### src/rtl/obj_oam_scanner.sv
// Per-scanline OAM evaluation: walks entries 0..127, decodes sprite height and
// emits every sprite covering the requested row as a valid/ready descriptor.
module obj_oam_scanner #(
    parameter int MAX_OBJS = 128
) (
    input  logic        clock,
    input  logic        reset,
    input  logic        start,
    input  logic [7:0]  row,
    output logic        busy,
    output logic        done,
    output logic [7:0]  oam_addr,
    output logic        oam_re,
    input  logic [31:0] oam_rdata,
    output logic        obj_valid,
    input  logic        obj_ready,
    output logic [6:0]  obj_index,
    output logic [15:0] obj_attr0,
    output logic [15:0] obj_attr1,
    output logic [15:0] obj_attr2,
    output logic [6:0]  obj_line,
    output logic [7:0]  obj_count
);

    localparam logic [7:0] MAX_CNT = 8'(MAX_OBJS);

    typedef enum logic [2:0] {
        S_IDLE, S_FETCH_A, S_FETCH_B, S_EVAL, S_EMIT, S_DONE
    } state_t;

    state_t      state_q, state_d;
    logic [7:0]  row_q;
    logic [6:0]  idx_q;
    logic [15:0] attr0_q, attr1_q, attr2_q;
    logic [6:0]  line_q;
    logic [7:0]  count_q;

    logic [7:0]  height, eff_height, diff, count_inc;
    logic        visible, last_idx, max_hit;

    // Height from {shape, size}; shape 3 is prohibited and yields 0.
    always_comb begin
        height = 8'd0;
        unique case ({attr0_q[15:14], attr1_q[15:14]})
            4'b00_00: height = 8'd8;
            4'b00_01: height = 8'd16;
            4'b00_10: height = 8'd32;
            4'b00_11: height = 8'd64;
            4'b01_00: height = 8'd8;
            4'b01_01: height = 8'd8;
            4'b01_10: height = 8'd16;
            4'b01_11: height = 8'd32;
            4'b10_00: height = 8'd16;
            4'b10_01: height = 8'd32;
            4'b10_10: height = 8'd32;
            4'b10_11: height = 8'd64;
            default:  height = 8'd0;
        endcase
    end

    // Double-size doubles the box (max 128 still fits 8 bits); diff wraps mod 256.
    assign eff_height = (attr0_q[9:8] == 2'b11) ? {height[6:0], 1'b0} : height;
    assign diff       = row_q - attr0_q[7:0];
    assign visible    = (attr0_q[15:14] != 2'b11) && (attr0_q[9:8] != 2'b10) &&
                        (diff < eff_height);
    assign last_idx   = (idx_q == 7'd127);
    assign count_inc  = count_q + 8'd1;
    assign max_hit    = (count_inc == MAX_CNT);

    always_ff @(posedge clock or negedge reset) begin
        if (!reset) state_q <= S_IDLE;
        else        state_q <= state_d;
    end

    always_comb begin
        state_d = state_q;
        unique case (state_q)
            S_IDLE:    if (start) state_d = S_FETCH_A;
            S_FETCH_A: state_d = S_FETCH_B;
            S_FETCH_B: state_d = S_EVAL;
            S_EVAL: begin
                if (visible)       state_d = S_EMIT;
                else if (last_idx) state_d = S_DONE;
                else               state_d = S_FETCH_A;
            end
            S_EMIT: begin
                if (obj_ready) state_d = (max_hit || last_idx) ? S_DONE : S_FETCH_A;
            end
            S_DONE:    state_d = S_IDLE;
            default:   state_d = S_IDLE;
        endcase
    end

    always_comb begin
        busy      = 1'b0;
        done      = 1'b0;
        oam_re    = 1'b0;
        oam_addr  = 8'd0;
        obj_valid = 1'b0;
        unique case (state_q)
            S_FETCH_A: begin busy = 1'b1; oam_re = 1'b1; oam_addr = {idx_q, 1'b0}; end
            S_FETCH_B: begin busy = 1'b1; oam_re = 1'b1; oam_addr = {idx_q, 1'b1}; end
            S_EVAL:    busy = 1'b1;
            S_EMIT:    begin busy = 1'b1; obj_valid = 1'b1; end
            S_DONE:    done = 1'b1;
            default:   ;
        endcase
    end

    always_ff @(posedge clock or negedge reset) begin
        if (!reset) begin
            row_q   <= 8'd0;
            idx_q   <= 7'd0;
            attr0_q <= 16'd0;
            attr1_q <= 16'd0;
            attr2_q <= 16'd0;
            line_q  <= 7'd0;
            count_q <= 8'd0;
        end else begin
            unique case (state_q)
                S_IDLE: if (start) begin
                    row_q   <= row;
                    idx_q   <= 7'd0;
                    count_q <= 8'd0;
                end
                S_FETCH_B: begin
                    attr0_q <= oam_rdata[15:0];
                    attr1_q <= oam_rdata[31:16];
                end
                S_EVAL: begin
                    attr2_q <= oam_rdata[15:0];
                    line_q  <= diff[6:0];
                    if (!visible && !last_idx) idx_q <= idx_q + 7'd1;
                end
                S_EMIT: if (obj_ready) begin
                    count_q <= count_inc;
                    if (!(max_hit || last_idx)) idx_q <= idx_q + 7'd1;
                end
                default: ;
            endcase
        end
    end

    assign obj_index = idx_q;
    assign obj_attr0 = attr0_q;
    assign obj_attr1 = attr1_q;
    assign obj_attr2 = attr2_q;
    assign obj_line  = line_q;
    assign obj_count = count_q;

endmodule
### config.mk
export PLATFORM = sky130hd
export DESIGN_NAME = obj_oam_scanner
export DESIGN_NICKNAME = d
export VERILOG_FILES = /design/src/rtl/obj_oam_scanner.sv
export SDC_FILE = /design/constraint.sdc
export NUM_CORES = 1
export LEC_CHECK = 0
export ABC_AREA = 1
export CAP_MARGIN = 5
export CORE_MARGIN = 2
export CORE_UTILIZATION = 40
export DETAILED_ROUTE_END_ITERATION = 8
export PLACE_DENSITY = 0.75
export SETUP_SLACK_MARGIN = 0.15
export SKIP_LAST_GASP = 1
export SLEW_MARGIN = 20
export SYNTH_ARGS = -nofsm -noshare
export SYNTH_HDL_FRONTEND = slang
export SYNTH_SLANG_ARGS = --single-unit
### constraint.sdc
create_clock -name clock -period 2.4 [get_ports clock]
set_input_delay 0.24 -clock clock [delete_from_list [all_inputs] [get_ports clock]]
set_output_delay 0.24 -clock clock [all_outputs]
set_load 0.005 [all_outputs]
# Yosys cells after proc, flatten, opt, wreduce, memory -nomap -nowiden
# Memory sizes are Yosys's and may differ from the RTL's.
# Cells that the tools add are included.
# Widths: inputs -> output; s select.
[totals] register_bits=81 input_bits=44 mem_count=1 out_inout_bits=82 rom_bits=64
[mem_list] memory="(name not given)" depth=16 word_bits=4 read_ports=1 rd_ports_with_merged_regs=0 write_ports=0 line_no="44" rtl="unique case ({attr0_q[15:14], attr1_q[15:14]})"
[op_classes] muxes=20 n_reduce_logical=15 add_sub_neg=3 n_lt_le_gt_ge=1 eq_ne=14
[ops] operator="$pmux 8 s2" n=2
[ops] operator="$mux 7" n=4
[ops] operator="$mux 8" n=3
[ops] operator="$pmux 7 s3" n=1
[ops] operator="$mux 3" n=5
[ops] operator="$pmux 3 s5" n=1
[ops] operator="$ne 2x2->1 const B" n=6
[ops] operator="$add 8x1->8 const B" n=1
[ops] operator="$eq 8x8->1 const B" n=1
[ops] operator="$lt 8x8->1" n=1
[ops] operator="$sub 8x8->8" n=1
[ops] operator="$add 7x1->7 const B" n=1
[ops] operator="$eq 7x7->1 const B" n=1
[ops] operator="$eq 3x2->1 const B" n=2
[ops] operator="$eq 3x3->1 const B" n=2
[ops] operator="$reduce_and 5->1" n=1
[ops] operator="$mux 1" n=4
[ops] operator="$reduce_and 2->1" n=2
[ops] operator="$reduce_or 4->1" n=1
[ops] operator="$eq 3x1->1 const B" n=1
[ops] operator="$logic_and 1x1->1" n=3
[ops] operator="$logic_not 3->1" n=1
[ops] operator="$reduce_and 3->1" n=1
[ops] operator="$reduce_bool 3->1" n=1
[ops] operator="other kinds (5)" n=6

# Longest topological paths before layout
# Gate-level depths: netlist (run 1).
[logic_depth] depth_word=8 mapped_depth=18 ltp_nobuf=18

# Worst setup path before layout (run 1)
# No wires, ideal clock.
[synth_timing] path_type="register to register" from="register attr0_q[0], in the netlist obj_attr0[0]" to="register idx_q[5], in the netlist obj_index[5]" arrival_ns=2.627 path_stages_with_launch=18 setup_time_ns=0.066 period_less_slack_ns=2.693 required_time_ns=2.334 setup_slack_ns=-0.293 path_cell_list="dfrtp_1 ha_1 fa_1 o21ai_0 nand2_1 nand2_1 a21oi_1 xnor2_1 ha_1 nand2_1 nor2_1 nor3b_1 nand2_1 nand2_1 nand2_2 nand3_4 nand2_1 nand2_1"
[synth_via] elab_chain_cells=7
[synth_rtl] item="start: declaration" line_no="34" rtl="logic [15:0] attr0_q, attr1_q, attr2_q;"
[synth_rtl] item="start signal: assignment" line_no="127" rtl="attr0_q <= oam_rdata[15:0];"
[synth_rtl] item="$sub 8x8->8" line_no="63" rtl="assign diff = row_q - attr0_q[7:0];"
[synth_rtl] item="named net diff[6]" line_no="38" rtl="logic [7:0] height, eff_height, diff, count_inc;"
[synth_rtl] item="$lt 8x8->1" line_no="65" rtl="(diff < eff_height);"
[synth_rtl] item="$logic_and 1x1->1" line_no="64" rtl="assign visible = (attr0_q[15:14] != 2'b11) && (attr0_q[9:8] != 2'b10) &&"
[synth_rtl] item="$logic_not 1->1" line_no="133" rtl="if (!visible && !last_idx) idx_q <= idx_q + 7'd1;"
[synth_rtl] item="$logic_and 1x1->1" line_no="133"
[synth_rtl] item="$ne 2x2->1 (no line)"
[synth_rtl] item="$reduce_and 5->1 (no line)"
[synth_rtl] item="end signal: assignment" line_no="133"
[synth_rtl] item="end signal: assignment" line_no="137" rtl="if (!(max_hit || last_idx)) idx_q <= idx_q + 7'd1;"
[synth_rtl] item="end: declaration" line_no="33" rtl="logic [6:0] idx_q;"
# The timed path passes the listed nets, and every way through them passes these cells.
# A chain may end at the register's enable or synchronous reset.

# Worst setup path in the final report (run 1)
[layout_timing] from="register attr0_q[0], in the netlist obj_attr0[0]" to="register idx_q[1], in the netlist obj_index[1]"
# The elaborated chain is that of the path after synthesis.

==> results of run 1 <==
-- Yosys cell counts --
| cell type | instances | area [um^2] |
|---|---|---|
| a21oi_4 | 1 | 16.3 |
| nand3_4 | 1 | 17.5 |
| nand3_2 | 1 | 10.0 |
| nor2_1 | 29 | 109 |
| nor3_1 | 4 | 20.0 |
| nand2_1 | 171 | 642 |
| buf_2 | 1 | 5.00 |
| inv_1 | 59 | 221 |
| clkbuf_1 | 10 | 37.5 |
| nor3b_1 | 4 | 30.0 |
| nand2_2 | 3 | 18.8 |
| inv_2 | 3 | 11.3 |
| o21ai_0 | 54 | 270 |
| dfrtp_1 | 81 | 2030 |
| ha_1 | 18 | 225 |
| a211oi_1 | 1 | 7.51 |
| nand2_4 | 1 | 11.3 |
| mux2i_1 | 1 | 10.0 |
| a21boi_1 | 1 | 7.51 |
| nand3_1 | 14 | 70.1 |
| xnor2_1 | 2 | 17.5 |
| a22o_1 | 1 | 8.76 |
| buf_4 | 1 | 7.51 |
| nand4_1 | 8 | 50.1 |
| a21oi_1 | 11 | 55.1 |
| fa_1 | 1 | 20.0 |
| o22ai_1 | 4 | 25.0 |
| buf_1 | 1 | 3.75 |
| nor2_2 | 2 | 12.5 |
| xor2_1 | 7 | 61.3 |
| o21bai_1 | 1 | 7.51 |
| nor2_4 | 1 | 11.3 |
-- critical path, stage by stage (launching register included) --
cell and delay, ps:
dfrtp_1 420, ha_4 180, fa_2 370, o21ai_2 150, nand2_1 60, nand2_1 70
a21oi_2 70, xnor2_2 140, ha_1 290, nand2_2 80, nor2_2 40, nor3b_1 160
nand2_1 110, nand2_2 110, nand2_4 90, nand3_4 100, nand2_1 70, nand2_1 60
-- metal layers --
metal	vias up	GRT usage (%)	wire, um
li1	1894	-	-
met1	1757	22.8	4460
met2	88	33.8	5280
met3	6	4.99	560
met4	0	6.76	63
met5	-	0	0
-- placed cells by master (no fill, tap or decap), drive strengths merged, types with 4 or more instances in the layout --
| master | count |
|---|---|
| nand2 | 176 |
| clkdlybuf4s50 | 120 |
| dfrtp | 81 |
| inv | 62 |
| o21ai | 54 |
| buf | 34 |
| nor2 | 32 |
| ha | 18 |
| nand3 | 16 |
| a21oi | 12 |
| clkbuf | 11 |
| nand4 | 8 |
| xor2 | 7 |
| nor3 | 4 |
| o22ai | 4 |
| nor3b | 4 |
| dlymetal6s2s | 4 |
-- final cells by class --
class                      count  area [um^2]
clock buffer                  11          141
multi-input combinational    343         1840
inverter                      62          236
timing repair buffer         159         1530
fill                         889         3810
tap                          133          166
clock inverter                 5         63.8
sequential                    81         2030
-- logic make-up (layout without fill, tap and decap cells) --
kind of cell	after synthesis	after routing	synth area share [%]
AND/OR/NAND/NOR	239	240	24.8
flip-flops	81	81	50.1
buffers and inverters	75	237	7.08
AO/OA/AOI/OAI	74	74	9.83
adder cells (fa/ha/maj)	19	19	6.06
XOR/XNOR	9	9	1.95
multiplexers	1	1	0.247
-- flip-flops by register name, indices dropped and copies added, names as in the netlist --
| name | flops |
|---|---|
| obj_attr0 | 16 |
| row_q | 8 |
| obj_count | 8 |
| obj_attr2 | 16 |
| obj_index | 7 |
| obj_line | 7 |
| state_q | 3 |
| obj_attr1 | 16 |
-- stage by stage --
step / setup TNS, ps / instance area (um^2) / cells / setup slack, ps / total power, mW
after global routing: -3740 / 6000 / 794 / -437 / 9.05
after floorplan: -538 / 4080 / 498 / -67.2 / 4.59
after CTS: -2260 / 5850 / 784 / -283 / 7.90
final: -1990 / 6000 / 794 / -244 / 8.30
after detailed placement: -2150 / 5630 / 766 / -269 / 6.77
after global placement: -1240 / 5630 / 766 / -153 / 6.56
-- worst max-delay path by stage --
stage	startpoint	depth (start not counted)	to	slack, ps
after global placement	obj_attr0[0]	17	obj_index[5]	-150
after global routing	obj_attr0[0]	17	obj_index[3]	-440
final	obj_attr0[0]	17	obj_index[1]	-240
after floorplan	obj_attr0[0]	16	obj_index[4]	-70
after detailed placement	obj_attr0[0]	17	obj_index[1]	-270
after CTS	obj_attr0[0]	17	obj_index[1]	-280
-- power breakdown --
part | switching, mW | internal [mW]
logic | 2.36 | 2.56
clock network | 0.521 | 0.517
registers | 0.405 | 1.94
-- repair_timing --
item                                   CTS  global route
gates resized for setup                  0            23
hold buffers                             1             0
cloned                                   0             1
buffers inserted                         1             9
setup endpoints to repair               10            18
endpoints found under the hold margin   33             0
pin swaps                                1             6
==> flow_metrics.tcl, run 1 <==
set metrics [dict create \
    outcome "finished, violations left" \
    violations "negative setup slack" \
    cp.arrival_ps 2930 \
    hold_viol 0 \
    insertion_delay_ps 360 \
    via_per_inst 4.72 \
    drcViolationCount 0 \
    period_minus_slack_ps 2640 \
    finalWirelength_um 10400 \
    rows 36 \
    h-tree-depth 3 \
    rsz0062_at_grt "true" \
    cts.clk_slew.worst_paths_ps 90 \
    grt-ovfl-total 0 \
    die_x_um 105 \
    finalSetupViolations 9 \
    max-vdd-ir-drop_mv 0.626 \
    synth_nets 561 \
    p_leak_nw 2.99 \
    grt_max_degree 49 \
    fin_crit_sh_pct 110 \
    grt_pass1_wl_um 17300 \
    clk_path_buf_depth 2 \
    synthesis.area_mm2 0.00405 \
    worst_r2r_startpoint "obj_attr0[0]" \
    crit_path_max_fanout 7 \
    cts.sinks 81 \
    layout.nets 719 \
    cp-start-kind "flip-flop" \
    cts_tree "yes" \
    start_util_pct 41.2 \
    max-cap-violations 0 \
    synth_cell_type_count 32 \
    critPathKind "reg2reg" \
    ys_seq_area_share_pct 50.1 \
    fin_util_pct 61.1 \
    end_kind "flip-flop" \
    diodes 0 \
    vias 3745 \
    numCtsBuffers 9 \
    drive_above_1_share_pct 12.9 \
    r2r_cells 17 \
    drtPass1Iterations 4 \
    relSlewSlack_pct 68.8 \
    fmaxAchievable_mhz 378 \
    yosysWarnings 0 \
    hold_class "in2async" \
    grtUsageTotal_pct 19.2 \
    rrSetupSlack_ps -240 \
    required_ps 2690 \
    ant_nets 0 \
    holdWs_ps 364 \
    ys_ff_latch 81 \
    die_y_um 105 \
    drtIter0Drc 89 \
    worst_slew_pin_slew_ps 468 \
    skew_ps 13.5 \
    portBuffers 125 \
    layout_setup_ws_ps -244 \
    place_hpwl_um 7560 \
    avgRoutedWirePerCell_um 13.1 \
    io_pins 126 \
    antenna_found_initial 0 \
    drv_slew 0 \
    core_region_area_mm2 0.00982 \
    gp_congestion 0.857 \
    syn-mean-instance-area_um2 8.13 \
    clockRootBuffer "clkbuf_8" \
    grt_pass1_vias 3797 \
    netlist_instances 498 \
    power.density_mw_per_mm2 1380 \
    die_area_mm2 0.0109 \
    area_delta_synth_final_pct 48.3 \
    r2r_end "obj_index[1]" \
]
(Power assumes the default switching activity.)
==> run 2: changes to the inputs <==
- SLEW_MARGIN: 20 -> default
==> results of run 2 <==
Same layout as run 1: the final DEF is identical, and so are final timing and power.
